### src/rtl/noc_pkg.sv
// Shared flit types, error-bit indices and a destination-match helper for the
// local network interface.
package noc_pkg;

  localparam int FLIT_W = 16;

  typedef logic [FLIT_W-1:0] flit_t;

  // Header view of a flit: payload in the top byte, destination X/Y below.
  typedef struct packed {
    logic [7:0] payload;
    logic [3:0] x;
    logic [3:0] y;
  } flit_hdr_t;

  localparam int ERR_CREDIT_OVF = 0;
  localparam int ERR_RX_OVF     = 1;
  localparam int ERR_MISROUTE   = 2;
  localparam int ERR_W          = 3;

  // True when the flit's destination coordinates name this node.
  function automatic logic is_local(input flit_t flit, input logic [3:0] x,
                                    input logic [3:0] y);
    flit_hdr_t hdr;
    hdr = flit_hdr_t'(flit);
    return (hdr.x == x) && (hdr.y == y);
  endfunction

endpackage

### src/rtl/noc_sync_fifo.sv
// First-word-fall-through synchronous FIFO. A write to a full FIFO is taken
// only when a read frees a slot in the same cycle; a read of an empty FIFO is
// ignored.
module noc_sync_fifo #(
  parameter int WIDTH = 16,
  parameter int DEPTH = 4
) (
  input  logic             clk,
  input  logic             rst,
  input  logic             wr_en,
  input  logic [WIDTH-1:0] wr_data,
  input  logic             rd_en,
  output logic [WIDTH-1:0] rd_data,
  output logic             full,
  output logic             empty
);

  localparam int AW = (DEPTH > 1) ? $clog2(DEPTH) : 1;
  localparam int CW = $clog2(DEPTH + 1);

  logic [WIDTH-1:0] mem_r [DEPTH];
  logic [AW-1:0]    wr_ptr_r;
  logic [AW-1:0]    rd_ptr_r;
  logic [CW-1:0]    count_r;
  logic             do_rd_s;
  logic             do_wr_s;

  // Pointer advance with explicit wrap so DEPTH need not be a power of two.
  function automatic logic [AW-1:0] next_ptr(input logic [AW-1:0] ptr);
    if (ptr == AW'(DEPTH - 1)) begin
      return {AW{1'b0}};
    end else begin
      return ptr + AW'(1);
    end
  endfunction

  assign full    = (count_r == CW'(DEPTH));
  assign empty   = (count_r == {CW{1'b0}});
  assign rd_data = mem_r[rd_ptr_r];

  // Qualify requests against current occupancy.
  always_comb begin
    do_rd_s = rd_en && !empty;
    do_wr_s = wr_en && (!full || do_rd_s);
  end

  // Storage array; contents need no reset because occupancy gates visibility.
  always_ff @(posedge clk) begin
    if (do_wr_s) begin
      mem_r[wr_ptr_r] <= wr_data;
    end
  end

  // Pointers and occupancy count.
  always_ff @(posedge clk) begin
    if (rst) begin
      wr_ptr_r <= {AW{1'b0}};
      rd_ptr_r <= {AW{1'b0}};
      count_r  <= {CW{1'b0}};
    end else begin
      if (do_wr_s) begin
        wr_ptr_r <= next_ptr(wr_ptr_r);
      end
      if (do_rd_s) begin
        rd_ptr_r <= next_ptr(rd_ptr_r);
      end
      case ({do_wr_s, do_rd_s})
        2'b10:   count_r <= count_r + CW'(1);
        2'b01:   count_r <= count_r - CW'(1);
        default: count_r <= count_r;
      endcase
    end
  end

endmodule

### src/rtl/local_net_iface.sv
// Network interface between a local core and a router's L port: a TX FIFO
// drained under credit flow control and an RX FIFO that returns one credit
// per flit the core consumes. All net_* outputs are registered.
module local_net_iface
  import noc_pkg::*;
#(
  parameter int XCOORD   = 0,
  parameter int YCOORD   = 0,
  parameter int TX_DEPTH = 4,
  parameter int RX_DEPTH = 4,
  parameter int CREDITS  = 4
) (
  input  logic                         clk,
  input  logic                         rst,
  input  logic [FLIT_W-1:0]            core_tx_data_i,
  input  logic                         core_tx_valid_i,
  output logic                         core_tx_ready_o,
  output logic [FLIT_W-1:0]            net_tx_data_o,
  output logic                         net_tx_enable_o,
  input  logic                         net_tx_credit_i,
  input  logic [FLIT_W-1:0]            net_rx_data_i,
  input  logic                         net_rx_enable_i,
  output logic                         net_rx_credit_o,
  output logic [FLIT_W-1:0]            core_rx_data_o,
  output logic                         core_rx_valid_o,
  input  logic                         core_rx_ready_i,
  output logic [$clog2(CREDITS+1)-1:0] credit_cnt_o,
  output logic [ERR_W-1:0]             err_o
);

  localparam int CW = $clog2(CREDITS + 1);

  flit_t            tx_head_s;
  logic             tx_full_s;
  logic             tx_empty_s;
  logic             tx_accept_s;
  logic             send_s;
  flit_t            rx_head_s;
  logic             rx_full_s;
  logic             rx_empty_s;
  logic             rx_pop_s;
  logic             rx_accept_s;
  logic             rx_overflow_s;
  logic             rx_misroute_s;
  logic [CW-1:0]    credit_cnt_r;
  flit_t            net_tx_data_r;
  logic             net_tx_enable_r;
  logic             net_rx_credit_r;
  logic [ERR_W-1:0] err_r;

  // Handshake qualification for both paths.
  always_comb begin
    tx_accept_s   = core_tx_valid_i && !tx_full_s;
    send_s        = !tx_empty_s && (credit_cnt_r != {CW{1'b0}});
    rx_pop_s      = !rx_empty_s && core_rx_ready_i;
    rx_accept_s   = net_rx_enable_i && (!rx_full_s || rx_pop_s);
    rx_overflow_s = net_rx_enable_i && rx_full_s && !rx_pop_s;
    rx_misroute_s = rx_accept_s &&
                    !is_local(net_rx_data_i, 4'(XCOORD), 4'(YCOORD));
  end

  noc_sync_fifo #(
    .WIDTH (FLIT_W),
    .DEPTH (TX_DEPTH)
  ) u_tx_fifo (
    .clk     (clk),
    .rst     (rst),
    .wr_en   (tx_accept_s),
    .wr_data (core_tx_data_i),
    .rd_en   (send_s),
    .rd_data (tx_head_s),
    .full    (tx_full_s),
    .empty   (tx_empty_s)
  );

  noc_sync_fifo #(
    .WIDTH (FLIT_W),
    .DEPTH (RX_DEPTH)
  ) u_rx_fifo (
    .clk     (clk),
    .rst     (rst),
    .wr_en   (net_rx_enable_i),
    .wr_data (net_rx_data_i),
    .rd_en   (rx_pop_s),
    .rd_data (rx_head_s),
    .full    (rx_full_s),
    .empty   (rx_empty_s)
  );

  // Registered injection strobe; data holds its last value between sends.
  always_ff @(posedge clk) begin
    if (rst) begin
      net_tx_enable_r <= 1'b0;
      net_tx_data_r   <= {FLIT_W{1'b0}};
    end else begin
      net_tx_enable_r <= send_s;
      if (send_s) begin
        net_tx_data_r <= tx_head_s;
      end
    end
  end

  // TX credit counter; a credit arriving with the counter full saturates.
  always_ff @(posedge clk) begin
    if (rst) begin
      credit_cnt_r <= CW'(CREDITS);
    end else begin
      case ({send_s, net_tx_credit_i})
        2'b10: credit_cnt_r <= credit_cnt_r - CW'(1);
        2'b01: begin
          if (credit_cnt_r != CW'(CREDITS)) begin
            credit_cnt_r <= credit_cnt_r + CW'(1);
          end
        end
        default: credit_cnt_r <= credit_cnt_r;
      endcase
    end
  end

  // One credit pulse back to the router for each flit the core pops.
  always_ff @(posedge clk) begin
    if (rst) begin
      net_rx_credit_r <= 1'b0;
    end else begin
      net_rx_credit_r <= rx_pop_s;
    end
  end

  // Sticky error flags, cleared only by reset.
  always_ff @(posedge clk) begin
    if (rst) begin
      err_r <= {ERR_W{1'b0}};
    end else begin
      if (net_tx_credit_i && !send_s && (credit_cnt_r == CW'(CREDITS))) begin
        err_r[ERR_CREDIT_OVF] <= 1'b1;
      end
      if (rx_overflow_s) begin
        err_r[ERR_RX_OVF] <= 1'b1;
      end
      if (rx_misroute_s) begin
        err_r[ERR_MISROUTE] <= 1'b1;
      end
    end
  end

  assign core_tx_ready_o = !tx_full_s;
  assign net_tx_data_o   = net_tx_data_r;
  assign net_tx_enable_o = net_tx_enable_r;
  assign net_rx_credit_o = net_rx_credit_r;
  assign core_rx_data_o  = rx_head_s;
  assign core_rx_valid_o = !rx_empty_s;
  assign credit_cnt_o    = credit_cnt_r;
  assign err_o           = err_r;

endmodule
### config.mk
export PLATFORM = sky130hd
export DESIGN_NAME = local_net_iface
export DESIGN_NICKNAME = d
export VERILOG_FILES = /design/src/rtl/noc_pkg.sv /design/src/rtl/noc_sync_fifo.sv /design/src/rtl/local_net_iface.sv
export SDC_FILE = /design/constraint.sdc
export NUM_CORES = 1
export LEC_CHECK = 0
export CAP_MARGIN = 15
export CORE_MARGIN = 3
export CORE_UTILIZATION = 45
export DETAILED_ROUTE_END_ITERATION = 7
export PLACE_DENSITY_LB_ADDON = 0.08
export SYNTH_ARGS = -nofsm -noshare
export SYNTH_HDL_FRONTEND = slang
export SYNTH_SLANG_ARGS = --single-unit
### constraint.sdc
create_clock -name clk -period 4.6 [get_ports clk]
set_clock_uncertainty 0.2 [all_clocks]
set_input_delay 1.15 -clock clk [delete_from_list [all_inputs] [get_ports clk]]
set_output_delay 1.15 -clock clk [all_outputs]
set_load 0.03 [all_outputs]
==> results.toml <==
[timing]
worst_pin_slew_ns = 0.920
fin_ws_ns = 0.966
whs_ns = 0.253
min_period_over_period_pct = 79.0
fin_crit_ns = 3.63
drv_slew = 0
hold_viol = 0
setup_viol = 0
tns_ns = 0
max_freq_mhz = 275
rsz0062_at_grt = "no"
slew_headroom_pct = 38.7

[synth]
synth_cell_types = 41
yosys_register_bits = 168
netlist_instances = 386
synthTopCellsByArea = "edfxtp_1, dfxtp_1, mux4_2"
yosys.area.top_type = "edfxtp_1"
synth_top_area_share_pct = 59.4
netlist_area_um2 = 6480
avgSynthCellArea_um2 = 16.8
yosys_warnings = 0
syn-num-nets = 438
yosysSeqAreaShare_pct = 71.7

[clock_network]
clock-sinks = 168
holdBufCountCts = 0
cts-root-buf = "clkbuf_16"
path_clk_slew_ns = 0.06
cts_buffer_depth = 2
cts-buffers-inserted = 17
cts_tree = "built"
htreeDepth = 4
clk_latency_ns = 0.41
ctsResizeCount = 0
cts_setup_buffers = 0

[grt]
grt_use_total_pct = 15.4
grt_pass1_wl_mm = 18.7
grt_max_degree = 29
antenna_found_initial = 0
overflow = 0
grt_pass1_vias = 3628

[layout]
syn2layout_area_growth_pct = 23.8
nets = 521
drive_gt1_share_pct = 14.1
stdcell_count = 662
num_antenna_cells = 0
final_cell_mix = "edfxtp_1, clkdlybuf4s50_1, nand2_1"
final_common_cell = "edfxtp_1"

[floorplanning]
dieWidth_um = 126
start_util_pct = 46.3
ios = 80
rows = 43
coreArea_um2 = 14000
dieArea_um2 = 15900
die_h_um = 126

[place]
gp_congestion = 0.778
portBuffers = 79
dp_hpwl_mm = 7.44
place_inst = 630
dpl_worst_slack_ns = 0.815

[routing]
postRouteAntennaNets = 0
via_per_inst = 5.19
drt_iter0_drc = 218
drc = 0
wirelength_mm = 11.4
wl_per_cell_um = 17.1
vias = 3435
firstDrtPassIters = 4

[critical_path]
cp_num_buf_inv = 1
worstSetupStartpointType = "flop"
reg2regPathDepth = 8
crit_cells = 2
critical_path_required_ns = 3.25
worst-endpoint-arrival_ns = 2.28
crit_fanout = 16
crit_path_cell_trace = "mux4_2, clkdlybuf4s50_1"
critical_path.top_delay_family = "flip-flops"
cp-end-kind = "output pin"
path_class = "reg -> out"
slowest_stage = "dfxtp_1"
crit_path_max_incr_delay_ns = 0.82

[min_path]
hp-class = "reg -> reg"
hold_path_depth = 2

[power]
power_density_nw_per_um2 = 559
p_comb_share_pct = 25.5
p_leak_nw = 2.72
seqPwrFrac_pct = 43.5
internal_power_w = 0.00320
p_sw_w = 0.00127
total_power_w = 0.00448
ir_worst_vdd_mv = 0.297
clkPwrFrac_pct = 31.0
p_sw_share_pct = 28.4

[outcome]
outcome = "complete, no violations"

[job]
max_cap_viol_count = 0
## cells in the mapped netlist
library cell and count:
nor4_1 3, o2111ai_1 2, o32ai_1 1, nor3_1 3, edfxtp_1 128, nor2b_1 3, o31a_1 1, or3b_1 1
o31ai_1 1, and2_1 4, buf_1 1, buf_4 1, mux4_2 32, nand2b_1 2, or2_1 1, fa_1 3
xnor2_1 2, nand3_1 3, nand3b_1 1, a31oi_1 3, a211oi_1 1, nor2_1 16, buf_2 10, a41oi_1 2
or3b_2 2, o21ai_0 2, mux2_4 2, xor2_1 3, mux2_2 1, or3_1 3, clkbuf_1 8, dfxtp_1 40
ha_1 11, and3_1 4, a21oi_1 23, mux2i_1 5, nand2_1 43, a221oi_1 1, buf_6 1, clkinv_1 1
inv_1 11
## final cells by class
class                      instances  area [µm²]
fill                            1120        5970
tap                              180         225
multi-input combinational        185        1680
clock inverter                    10         126
timing repair buffer              85         836
clock buffer                      22         454
inverter                          12        45.0
sequential                       168        4640
## per-layer routing
metal  GRT usage [%]  share of wire (%)
met5               0                  0
met4            4.86                1.1
met3            4.88                4.1
met2            26.3                 52
met1            18.6                 43
## cell families (layout without fill, tap and decap cells)
family / after synthesis / after routing / share of synthesized area (%)
AO/OA/AOI/OAI: 37 / 37 / 3.40
XOR/XNOR: 5 / 5 / 0.676
adder cells (fa/ha/maj): 14 / 14 / 3.05
buffers and inverters: 33 / 129 / 2.28
flip-flops: 168 / 168 / 71.7
multiplexers: 40 / 40 / 12.5
AND/OR/NAND/NOR: 89 / 89 / 6.34
## per-stage QoR
stage,area [µm²],utilization (%)
finish,8020,57.3
global route,8020,57.3
CTS,8020,57.3
detailed placement,7430,53.1
global placement,7430,53.1
floorplan,6480,-
## worst min-delay path, stage by stage (launching register included)
cell     delay (ns)
dfxtp_1        0.30
nand2_1        0.05
a21oi_1        0.05
## flip-flops by register name, indices dropped and copies added (netlist names), 2 cells and up, named ones only
signal / count
net_tx_data_o: 16
u_tx_fifo.rd_ptr_r: 2
u_tx_fifo.count_r: 3
u_rx_fifo.wr_ptr_r: 2
u_rx_fifo.mem_r: 64
u_rx_fifo.rd_ptr_r: 2
u_tx_fifo.wr_ptr_r: 2
u_tx_fifo.mem_r: 64
err_o: 3
u_rx_fifo.count_r: 3
credit_cnt_o: 3
## final timing paths
kind	slack (ns)	start	to
worst max-delay path	0.97	flop	core_rx_data_o[6]
worst max register to register	1.46	u_tx_fifo.count_r[0]$_SDFFE_PP0P_	u_tx_fifo.count_r[2]$_SDFFE_PP0P_
worst min-delay path	0.25	net_tx_data_o[3]$_SDFFE_PP0P_	net_tx_data_o[3]$_SDFFE_PP0P_
worst min register to register	0.25	net_tx_data_o[3]$_SDFFE_PP0P_	net_tx_data_o[3]$_SDFFE_PP0P_
## power groups by stage
| stage | sequential [W] | combinational, W | clock, W |
|---|---|---|---|
| floorplan | 0.00210 | 0.000637 | 0 |
| global placement | 0.00198 | 0.00115 | 0 |
| detailed placement | 0.00198 | 0.00116 | 0 |
| CTS | 0.00195 | 0.00117 | 0.00141 |
| global route | 0.00198 | 0.00124 | 0.00149 |
| finish | 0.00195 | 0.00114 | 0.00139 |
(Power assumes the default switching activity.)
